`src/rtl/mood_state_generator_pkg.sv`:
```
// Shared types and constants for the mood state generator.
// Event codes, FSM states, level width and accumulator reset points.
package mood_pkg;

  typedef enum logic [2:0] {
    EV_NONE   = 3'd0,
    EV_FEED   = 3'd1,
    EV_PLAY   = 3'd2,
    EV_NOISE  = 3'd3,
    EV_TOUCH  = 3'd4,
    EV_REST   = 3'd5,
    EV_SOOTHE = 3'd6,
    EV_RSVD   = 3'd7
  } ev_e;

  typedef enum logic {
    ST_IDLE  = 1'b0,
    ST_DECAY = 1'b1
  } state_e;

  localparam int LVL_W = 2;

  // Reset points: 1 = mid-scale, 0 = empty
  localparam bit ENERGY_RST_MID   = 1'b1;
  localparam bit STRESS_RST_MID   = 1'b0;
  localparam bit PLEASURE_RST_MID = 1'b1;

  function automatic logic [31:0] acc_rst(
    input int w,
    input bit mid
  );
    logic [31:0] v;
    v = 32'd0;
    if (mid) v = 32'd1 << (w - 1);
    return v;
  endfunction

endpackage

```
`src/rtl/mood_state_generator_if.sv`:
```
// Stimulus event handshake bundle.
// The master holds stim_event stable while stim_valid is high.
interface mood_state_generator_if;

  logic       stim_valid;
  logic       stim_ready;
  logic [2:0] stim_event;

  modport master (
    output stim_valid,
    output stim_event,
    input  stim_ready
  );

  modport slave (
    input  stim_valid,
    input  stim_event,
    output stim_ready
  );

endinterface

```
`src/rtl/mood_state_generator_sat_accumulator.sv`:
```
// Saturating unsigned accumulator with a signed delta input.
// Exposes the register and its top-two-bit quantized level.
module sat_accumulator
  import mood_pkg::*;
#(
  parameter int               ACC_W   = 8,
  parameter logic [ACC_W-1:0] RST_VAL = '0
) (
  input  logic                    clk,
  input  logic                    rst,
  input  logic                    i_en,
  input  logic signed [ACC_W+1:0] i_delta,
  output logic [ACC_W-1:0]        o_acc,
  output logic [LVL_W-1:0]        o_level
);

  logic [ACC_W-1:0]        r_acc;
  logic signed [ACC_W+1:0] w_sum;
  logic [ACC_W-1:0]        w_sat;

  assign w_sum = $signed({2'b00, r_acc}) + i_delta;

  // Clamp the widened sum into [0, 2^ACC_W-1]
  always_comb begin
    w_sat = w_sum[ACC_W-1:0];
    if (w_sum[ACC_W+1]) begin
      w_sat = '0;
    end else if (w_sum[ACC_W]) begin
      w_sat = '1;
    end
  end

  // Accumulator register
  always_ff @(posedge clk) begin
    if (rst) begin
      r_acc <= RST_VAL;
    end else if (i_en) begin
      r_acc <= w_sat;
    end
  end

  assign o_acc   = r_acc;
  assign o_level = r_acc[ACC_W-1 -: LVL_W];

endmodule

```
`src/rtl/mood_state_generator.sv`:
```
// Stimulus-driven energy/stress/pleasure level producer.
// Integrates events, decays periodically, registers 2-bit levels.
module mood_state_generator
  import mood_pkg::*;
#(
  parameter int ACC_W     = 8,
  parameter int STEP      = 16,
  parameter int DECAY_DIV = 16
) (
  input  logic               clk,
  input  logic               rst,
  input  logic               i_tick,
  mood_state_generator_if.slave stim,
  output logic [LVL_W-1:0]   o_energy,
  output logic [LVL_W-1:0]   o_stress,
  output logic [LVL_W-1:0]   o_pleasure,
  output logic               o_level_changed
);

  localparam int SW    = ACC_W + 2;
  localparam int CNT_W = $clog2(DECAY_DIV);

  localparam logic [CNT_W-1:0] CNT_LAST = CNT_W'(DECAY_DIV - 1);
  localparam logic [CNT_W-1:0] CNT_ONE  = CNT_W'(1);

  localparam logic [ACC_W-1:0] ENERGY_RST =
    ACC_W'(acc_rst(ACC_W, ENERGY_RST_MID));
  localparam logic [ACC_W-1:0] STRESS_RST =
    ACC_W'(acc_rst(ACC_W, STRESS_RST_MID));
  localparam logic [ACC_W-1:0] PLEASURE_RST =
    ACC_W'(acc_rst(ACC_W, PLEASURE_RST_MID));
  localparam logic [ACC_W-1:0] P_MID =
    ACC_W'(acc_rst(ACC_W, 1'b1));

  localparam logic signed [SW-1:0] D_ONE  = SW'(1);
  localparam logic signed [SW-1:0] D_STEP = SW'(STEP);
  localparam logic signed [SW-1:0] D_HALF = SW'(STEP / 2);
  localparam logic signed [SW-1:0] D_TWO  = SW'(2 * STEP);

  state_e           r_state;
  state_e           w_state_nx;
  logic [CNT_W-1:0] r_cnt;
  logic [CNT_W-1:0] w_cnt_nx;
  logic             r_ready;
  logic             w_ready_nx;
  logic             w_last;

  logic             w_accept;
  logic             w_decay;
  logic             w_upd;
  logic signed [SW-1:0] w_de;
  logic signed [SW-1:0] w_ds;
  logic signed [SW-1:0] w_dp;

  logic [ACC_W-1:0] w_eacc;
  logic [ACC_W-1:0] w_sacc;
  logic [ACC_W-1:0] w_pacc;
  logic [LVL_W-1:0] w_elvl;
  logic [LVL_W-1:0] w_slvl;
  logic [LVL_W-1:0] w_plvl;

  logic [LVL_W-1:0] r_energy;
  logic [LVL_W-1:0] r_stress;
  logic [LVL_W-1:0] r_pleasure;
  logic             r_changed;

  assign w_accept = stim.stim_valid & r_ready;
  assign w_decay  = (r_state == ST_DECAY);
  assign w_upd    = w_accept | w_decay;
  assign w_last   = (r_cnt == CNT_LAST);

  assign stim.stim_ready = r_ready;

  // FSM and tick counter state registers
  always_ff @(posedge clk) begin
    if (rst) begin
      r_state <= ST_IDLE;
      r_cnt   <= '0;
      r_ready <= 1'b0;
    end else begin
      r_state <= w_state_nx;
      r_cnt   <= w_cnt_nx;
      r_ready <= w_ready_nx;
    end
  end

  // Next state: wrap only from IDLE, a wrap seen in DECAY is held
  always_comb begin
    w_state_nx = r_state;
    w_cnt_nx   = r_cnt;
    unique case (r_state)
      ST_IDLE: begin
        if (i_tick) begin
          if (w_last) begin
            w_cnt_nx   = '0;
            w_state_nx = ST_DECAY;
          end else begin
            w_cnt_nx = r_cnt + CNT_ONE;
          end
        end
      end
      ST_DECAY: begin
        w_state_nx = ST_IDLE;
        if (i_tick && !w_last) begin
          w_cnt_nx = r_cnt + CNT_ONE;
        end
      end
      default: begin
        w_state_nx = ST_IDLE;
      end
    endcase
    w_ready_nx = (w_state_nx == ST_IDLE);
  end

  // Event decode, or relaxation deltas in the DECAY cycle
  always_comb begin
    w_de = '0;
    w_ds = '0;
    w_dp = '0;
    if (w_accept) begin
      unique case (ev_e'(stim.stim_event))
        EV_FEED: begin
          w_de = D_STEP;
          w_dp = D_HALF;
        end
        EV_PLAY: begin
          w_dp = D_STEP;
          w_de = -D_STEP;
        end
        EV_NOISE: begin
          w_ds = D_STEP;
        end
        EV_TOUCH: begin
          w_ds = D_STEP;
          w_dp = -D_STEP;
        end
        EV_REST: begin
          w_de = D_STEP;
          w_ds = -D_STEP;
        end
        EV_SOOTHE: begin
          w_ds = -D_TWO;
          w_dp = D_HALF;
        end
        EV_NONE, EV_RSVD: begin
        end
        default: begin
        end
      endcase
    end else if (w_decay) begin
      w_de = -D_ONE;
      w_ds = -D_ONE;
      if (w_pacc > P_MID) begin
        w_dp = -D_ONE;
      end else if (w_pacc < P_MID) begin
        w_dp = D_ONE;
      end
    end
  end

  sat_accumulator #(
    .ACC_W   (ACC_W),
    .RST_VAL (ENERGY_RST)
  ) u_energy (
    .clk     (clk),
    .rst     (rst),
    .i_en    (w_upd),
    .i_delta (w_de),
    .o_acc   (w_eacc),
    .o_level (w_elvl)
  );

  sat_accumulator #(
    .ACC_W   (ACC_W),
    .RST_VAL (STRESS_RST)
  ) u_stress (
    .clk     (clk),
    .rst     (rst),
    .i_en    (w_upd),
    .i_delta (w_ds),
    .o_acc   (w_sacc),
    .o_level (w_slvl)
  );

  sat_accumulator #(
    .ACC_W   (ACC_W),
    .RST_VAL (PLEASURE_RST)
  ) u_pleasure (
    .clk     (clk),
    .rst     (rst),
    .i_en    (w_upd),
    .i_delta (w_dp),
    .o_acc   (w_pacc),
    .o_level (w_plvl)
  );

  // Registered levels and a one-cycle change pulse
  always_ff @(posedge clk) begin
    if (rst) begin
      r_energy   <= ENERGY_RST[ACC_W-1 -: LVL_W];
      r_stress   <= STRESS_RST[ACC_W-1 -: LVL_W];
      r_pleasure <= PLEASURE_RST[ACC_W-1 -: LVL_W];
      r_changed  <= 1'b0;
    end else begin
      r_energy   <= w_elvl;
      r_stress   <= w_slvl;
      r_pleasure <= w_plvl;
      r_changed  <= (w_elvl != r_energy)
                  | (w_slvl != r_stress)
                  | (w_plvl != r_pleasure);
    end
  end

  assign o_energy        = r_energy;
  assign o_stress        = r_stress;
  assign o_pleasure      = r_pleasure;
  assign o_level_changed = r_changed;

endmodule

```
`src/flat_wrapper.sv`:
```
// flat-port wrapper written by rule: the top's interface ports become plain ports
module mood_state_generator_flat import mood_pkg::*;
#(
  parameter int ACC_W     = 8,
  parameter int STEP      = 16,
  parameter int DECAY_DIV = 16
)
  (clk, rst, i_tick, o_energy, o_stress, o_pleasure, o_level_changed, stim_stim_valid, stim_stim_event, stim_stim_ready);
  mood_state_generator_if stim_i ();
  input  logic clk;
  input  logic rst;
  input  logic i_tick;
  output logic [LVL_W-1:0] o_energy;
  output logic [LVL_W-1:0] o_stress;
  output logic [LVL_W-1:0] o_pleasure;
  output logic o_level_changed;
  input wire logic [$bits(stim_i.stim_valid)-1:0] stim_stim_valid;
  input wire logic [$bits(stim_i.stim_event)-1:0] stim_stim_event;
  output wire logic [$bits(stim_i.stim_ready)-1:0] stim_stim_ready;
  assign stim_i.stim_valid = stim_stim_valid;
  assign stim_i.stim_event = stim_stim_event;
  assign stim_stim_ready = stim_i.stim_ready;
  mood_state_generator #(.ACC_W(ACC_W), .STEP(STEP), .DECAY_DIV(DECAY_DIV)) u_core (.clk(clk), .rst(rst), .i_tick(i_tick), .stim(stim_i), .o_energy(o_energy), .o_stress(o_stress), .o_pleasure(o_pleasure), .o_level_changed(o_level_changed));
endmodule
```
`config.mk`:
```
export PLATFORM = sky130hd
export DESIGN_NAME = mood_state_generator_flat
export DESIGN_NICKNAME = d
export VERILOG_FILES = /design/src/rtl/mood_state_generator_pkg.sv /design/src/rtl/mood_state_generator_if.sv /design/src/rtl/mood_state_generator_sat_accumulator.sv /design/src/rtl/mood_state_generator.sv /design/src/flat_wrapper.sv
export SDC_FILE = /design/constraint.sdc
export NUM_CORES = 1
export LEC_CHECK = 0
export CAP_MARGIN = 30
export CELL_PAD_IN_SITES_DETAIL_PLACEMENT = 0
export CELL_PAD_IN_SITES_GLOBAL_PLACEMENT = 1
export CORE_MARGIN = 10
export CORE_UTILIZATION = 41
export CTS_CLUSTER_DIAMETER = 30
export CTS_CLUSTER_SIZE = 14
export DETAILED_ROUTE_END_ITERATION = 12
export PLACE_DENSITY = 0.85
export SYNTH_ARGS = -nofsm -noshare
export SYNTH_HDL_FRONTEND = slang
export SYNTH_SLANG_ARGS = --single-unit
```
`constraint.sdc`:
```
create_clock -name clk -period 3.2 [get_ports clk]
set_input_delay 0.32 -clock clk [delete_from_list [all_inputs] [get_ports clk]]
set_output_delay 0.32 -clock clk [all_outputs]
set_load 0.01 [all_outputs]
```
Yosys cells after proc, flatten, opt, wreduce, memory -nomap -nowiden
Cells that the tools add are included.
Widths: inputs -> output; s select.
{ "word_totals": {"wordCells": 63, "ff_bits": 37, "n_memories": 0, "latchBits": 0, "in_bits": 7, "mem_bits_ro": 0, "ram_bits": 0} }
{ "op_classes": {"addsub": 4, "order_cmp": 2, "n_shift": 0, "reduce_logical": 6, "eq_ne": 12, "n_div": 0, "n_mux": 23, "bitwise": 6, "multipliers": 0} }
{ "ops": {"columns": ["op", "count"], "rows": [
  ["$mux 10", 6],
  ["$pmux 10 s3", 2],
  ["$mux 8", 6],
  ["$add 9x10->10", 3],
  ["$pmux 10 s2", 1],
  ["$mux 4", 3],
  ["$eq 3x3->1 const B", 3],
  ["$gt 8x8->1 const B", 1],
  ["$lt 8x8->1 const B", 1],
  ["$pmux 4 s2", 1],
  ["$eq 3x2->1 const B", 2],
  ["$ne 2x2->1", 3],
  ["$reduce_or 2->1", 3],
  ["$add 4x1->4 const B", 1],
  ["$eq 4x4->1 const B", 1],
  ["$ne 2x2->1 const B", 2],
  ["$eq 3x1->1 const B", 1],
  ["$mux 1", 3],
  ["$or 1x1->1", 3],
  ["$not 1->1", 2],
  ["$pmux 1 s2", 1],
  ["$reduce_and 2->1", 1],
  ["$and 1x1->1", 1],
  ["$logic_and 1x1->1", 1],
  ["$logic_not 1->1", 1]
]} }

Depth between registers and ports, before layout
{ "depth": {"ltp_word": 8, "mapped_depth": 14, "ltp_nobuf": 13} }

Hierarchy
From an unflattened synthesis, not the netlist that was laid out.
{ "unflattened": {"cells_unflattened": 354, "area_unflattened_um2": 3015.4} }
{ "by_module_without_submodules": {"columns": ["module", "seq_area_each_um2", "instances", "cells_per_inst", "area_per_inst_um2"], "rows": [
  ["sat_accumulator (u_core.u_energy ...)", 160.2, 2, 90, 778.2],
  ["sat_accumulator (u_core.u_stress)", 160.2, 1, 91, 759.5],
  ["mood_state_generator", 260.2, 1, 83, 699.4]
]} }

Least setup slack after synthesis
Ideal clock, no wire load.
{ "synth_path": {"path_kind": "register to register", "start": "register u_core.r_state", "end": "register u_core.u_pleasure.r_acc[2], in the netlist u_core.u_pleasure.o_acc[2]", "arrival_ns": 3.382, "path_buffers": 2, "synth_period_minus_slack_ns": 3.468, "required_ns": 3.114, "slack_ns": -0.268, "stages_incl_launch_ff": 15, "path_cell_list": "dfxtp_1 a21boi_2 o211ai_4 and2_1 buf_6 inv_4 ha_1 clkbuf_1 a21oi_1 a21oi_1 nor2_1 o21ai_0 xnor2_1 o21bai_1 a221oi_2"} }
{ "synth_via": {"elab_chain_len": 5, "elab_cells_between_ends": 6} }
{ "synth_rtl": {"columns": ["item", "line_no", "rtl"], "rows": [
  ["from (decl)", "mood_state_generator.sv:40", "state_e r_state;"],
  ["from (signal assigned)", "mood_state_generator.sv:81", "r_state <= w_state_nx;"],
  ["$mux 10", "mood_state_generator.sv:150", "end else if (w_decay) begin"],
  ["$mux 10", "mood_state_generator.sv:120", "if (w_accept) begin"],
  ["$add 9x10->10", "mood_state_generator_sat_accumulator.sv:21", "assign w_sum = $signed({2'b00, r_acc}) + i_delta;"],
  ["$mux 8", "mood_state_generator_sat_accumulator.sv:28", "end else if (w_sum[ACC_W]) begin"],
  ["$mux 8", "mood_state_generator_sat_accumulator.sv:26", "if (w_sum[ACC_W+1]) begin"],
  ["to (signal assigned)", "mood_state_generator_sat_accumulator.sv:38", "r_acc <= w_sat;"],
  ["to (decl)", "mood_state_generator_sat_accumulator.sv:17", "logic [ACC_W-1:0] r_acc;"]
]} }
Parallel ways exist; a longest one is shown, timed or not.
A chain may end at the register's enable or synchronous reset.

Final worst setup path
{ "layout_path": {"start": "register u_core.u_pleasure.r_acc[5], in the netlist u_core.u_pleasure.o_acc[5]", "end": "register u_core.u_pleasure.r_acc[2], in the netlist u_core.u_pleasure.o_acc[2]"} }
{ "layout_via": {"elab_chain_len": 8, "elab_cells_between_ends": 9} }
{ "layout_rtl": {"columns": ["item", "line_no", "rtl"], "rows": [
  ["$lt 8x8->1", "mood_state_generator.sv:155", "end else if (w_pacc < P_MID) begin"],
  ["$mux 1", "mood_state_generator.sv:155", null],
  ["$mux 10", "mood_state_generator.sv:153", "if (w_pacc > P_MID) begin"],
  ["$mux 10", "mood_state_generator.sv:150", null],
  ["$mux 10", "mood_state_generator.sv:120", null],
  ["$add 9x10->10 *", "mood_state_generator_sat_accumulator.sv:21", null],
  ["$mux 8", "mood_state_generator_sat_accumulator.sv:28", null],
  ["$mux 8 *", "mood_state_generator_sat_accumulator.sv:26", null]
]} }
Mark *: on every way between the ends. The rest lies on a longest branch, timed or not.

==> summary.md <==
The aggregate global-route resource usage is 13.1%. The worst setup path is launched from a register. For the count of inserted antenna diode cells, the log shows 0.

The total of warnings raised by yosys is 0. The synthesized netlist occupies a cell area of 0.00269 mm2. The clock net in this run drives a total of 37 sinks.

The initialized floorplan defines 29 standard-cell rows. The maximum buffer depth of the clock tree was 2; the area share of the largest cell type after synthesis was 27.5%. The run gives 190 uV as the peak supply drop. The number of cells on the critical path works out to 11.

The tightest min-delay check is of the reg2reg type. TritonCTS built the clock tree. Subtracting the final worst setup slack from the clock period gives 3.07 ns.

On the worst path, the slowest cell contributes a delay of 0.56 ns. The commonest register cell after synthesis was dfxtp_1. The global-route wire length before repair came out at 11,100 um. In the synthesized netlist, the cells that appear most often are nand2_1 (44), nor2_1 (40), dfxtp_1 (37). The share of cells above drive strength 1 came out at 18.7%. The logic depth of the worst register-to-register path was 11; the die extent in y was 101 um. The maximum achievable frequency was 325 MHz; the wire length reported by the detailed router was 6460 um.

The number of nets handed over by synthesis was 380. In the final routed layout, each cell accounts on average for 13.5 um. Yosys instantiated no cell more often than nand2_1. The via count of the first global-routing pass came out at 2,371.

The number of synthesized register bits works out to 37. Synthesis produced a netlist whose cell count is 343. Sequential cells were found to cover 27.5% of the synthesized design area. 15 I/O pins were placed.

The relative slew slack was 66.2%. On the critical path the largest part of the delay comes from compound AO/OA/AOI/OAI gates. The analysis attributes to cell leakage a power of 0.00156 uW. The slowest stage of the critical path is the or4_4 cell. The worst setup path is captured at a register.

Post-synthesis cell type with the largest combined area: dfxtp_1. The worst path uses 96.0% of the clock period. Overall die width: 101 um. The worst hold slack is 0.469 ns.

For this design the ratio of total power to cell area is 315 mW/mm2. The logs give 0 for the number of maximum-capacitance constraint violations and 1080 uW for the total power consumption of the routed design. The initial utilization of the core area, before any placement, comes to 42.3%. The clock arrives with 0.00993 ns of skew.

The tree is rooted in a clkbuf_8. The tools report the HPWL after detailed placement as 4820 um. The number of hold violations in the final report was 0; the number of buffer cells added on primary ports was 14. The number of flops mapped to enable cells by yosys works out to 0.

A synthesized cell averages 7.84 um2. The share of flip-flops with an asynchronous set or reset after synthesis is 0%. The flow ran to the end, and the final reports show no timing, DRC or antenna violations. The full die area was 0.0102 mm2.

The signed area change from the synthesized netlist to the final layout came out at 27.4%. The transition at the pin with the smallest max-transition slack is 0.504 ns. The routed layout has 2,480 vias.

The H-tree generated during clock tree synthesis spans 2 levels. The routed via count divided by cell count is 5.19, and the latest clock arrival within the worst-skew pair is 0.30 ns. The first detailed-routing pass took 5 iterations. The DRC violation count after routing is 0.

At the end of routability-driven placement, the weighted congestion stood at 0.882. STA puts the critical path data required time at 3.41 ns. After the last flow step, the layout net total stands at 437.

After clock tree synthesis, the clock-pin slew on the worst setup and hold paths is 0.08 ns. The tools report the pin count of the biggest net entering global routing as 22. The critical path buffer and inverter count came out at 1. The number of antenna violations at the first check in global routing is 0. Hold repair after CTS inserted 0 buffers. The run gives 0 as the final number of setup-violating endpoints.

The critical path is of the reg2reg type. The arrival time of the worst setup path is 3.29 ns, and the first-iteration detailed-routing DRC count is 150. Counting the buffers created by CTS gives 5. In this run the worst path has a maximum fanout of 6. For the total congestion overflow after global routing, the log shows 0. The signal on the critical path passes through or4_4 > o211ai_4 > and2_4 > inv_4 > ha_1 > a21oi_4 > nand2b_1 > a2111o_1 > o311a_1 > o21bai_1 > a221oi_2. The worst hold path cell count was 2; the number of nets with antenna violations after detailed routing was 0. The netlist uses 47 different library cells. The floorplan step defined a core boundary enclosing 0.00635 mm2. For the max-slew violation count, the log shows 0. Setup repair after global routing could not meet its margin everywhere.

Ranked by total cell area, the synthesized netlist is headed by dfxtp_1 (28%), ha_1 (13%), nand2_1 (6.1%).
[final cells by class]
cell class                      instances  area, um2
Multi-Input combinational cell        279       1900
Clock inverter                          2       37.5
Timing Repair Buffer                   59        490
Fill cell                             604       2930
Clock buffer                            6       82.6
Inverter                               18       70.1
Tap cell                               77       96.3
Sequential cell                        37        743
[state kept, by name (all words and copies together) (netlist names)]
name,cells
u_core.o_level_changed,1
u_core.u_pleasure.o_acc,8
u_core.r_cnt,4
u_core.o_energy,2
u_core.stim.stim_ready,1
u_core.o_pleasure,2
u_core.u_energy.o_acc,8
u_core.u_stress.o_acc,8
u_core.o_stress,2
u_core.r_state,1
[logic make-up after synthesis]
kind of cell             after synthesis  synth area share [%]
AO/OA/AOI/OAI                         96                  22.6
adder cells (fa/ha/maj)               30                  14.8
AND/OR/NAND/NOR                      121                  20.4
flip-flops                            37                  27.5
XOR/XNOR                              29                  9.45
buffers and inverters                 27                  4.14
multiplexers                           3                  1.12
[metal layers]
metal | vias to the layer above | global-route usage, % | wire length (um)
li1 | 1298 | - | -
met1 | 1142 | 18.1 | 3340
met2 | 32 | 19.7 | 2870
met3 | 8 | 3.09 | 174
met4 | 0 | 4.18 | 82
met5 | - | 0 | 0
[worst register-to-register path: cells and delay by family, from the launching register on]
family | cells | cell delay [ns]
AOI/OAI and AO/OA | 6 | 1.41
buffers and inverters | 1 | 0.05
DFF | 1 | 0.34
adders and majority gates | 1 | 0.33
and+or+nand+nor | 3 | 0.85
[what timing repair did]
| item | in CTS | in global routing |
|---|---|---|
| setup endpoints to repair | 2 | 21 |
| pin swaps | 1 | 8 |
| resized for setup | 1 | 14 |
| buffers inserted | 1 | 3 |
[cells in the final DEF (no fill, tap or decap), drive strengths merged, types with 2 or more instances in the layout]
master | netlist | layout
a21boi | 2 | 2
nand3 | 4 | 4
inv | 18 | 18
a21oi | 28 | 28
and2 | 2 | 2
fa | 3 | 3
nand2b | 5 | 5
a31oi | 3 | 3
clkbuf | 7 | 6
nor2b | 9 | 9
or2 | 4 | 4
o21bai | 3 | 3
o211ai | 2 | 2
or3 | 3 | 3
o21ai | 31 | 31
xnor2 | 17 | 17
mux2i | 3 | 3
nor3b | 2 | 2
nor3 | 4 | 4
o31ai | 9 | 9
a21o | 5 | 5
ha | 27 | 27
xor2 | 12 | 12
a211oi | 3 | 3
o311a | 2 | 2
buf | 2 | 45
dfxtp | 37 | 37
clkdlybuf4s50 | 0 | 14
nor2 | 40 | 40
nand2 | 44 | 44
[path summary, 6_finish.rpt]
kind,startpoint,endpoint,slack [ns]
min reg2reg,u_core.u_energy.o_acc[0]$_SDFFE_PP0P_,u_core.u_energy.o_acc[0]$_SDFFE_PP0P_,0.47
max reg2reg,u_core.u_pleasure.o_acc[5]$_SDFFE_PP0P_,u_core.u_pleasure.o_acc[2]$_SDFFE_PP0P_,0.13
max,u_core.u_pleasure.o_acc[5]$_SDFFE_PP0P_,u_core.u_pleasure.o_acc[2]$_SDFFE_PP0P_,0.13
min,u_core.u_energy.o_acc[0]$_SDFFE_PP0P_,u_core.u_energy.o_acc[0]$_SDFFE_PP0P_,0.47
[report_power, final]
| part | switching [uW] | leakage, uW | total (uW) | internal (uW) |
|---|---|---|---|---|
| combinational | 80.5 | 0.00121 | 153 | 72.8 |
| clock | 185 | 0.0000574 | 438 | 254 |
| sequential | 13.1 | 0.000301 | 487 | 474 |
[through the flow]
step | std cells | utilization, % | instance area, um2 | setup slack (ns) | TNS (ns)
after floorplan | 343 | - | 2720 | 0.0138 | 0
after global placement | 466 | 50.9 | 3230 | -0.205 | -1.41
after detailed placement | 466 | 50.9 | 3230 | -0.209 | -2.19
after CTS | 475 | 52.9 | 3360 | 0.0257 | 0
after global routing | 478 | 53.9 | 3420 | -0.0227 | -0.0227
final | 478 | 53.9 | 3420 | 0.127 | 0
Power figures use the tool's default switching activity.
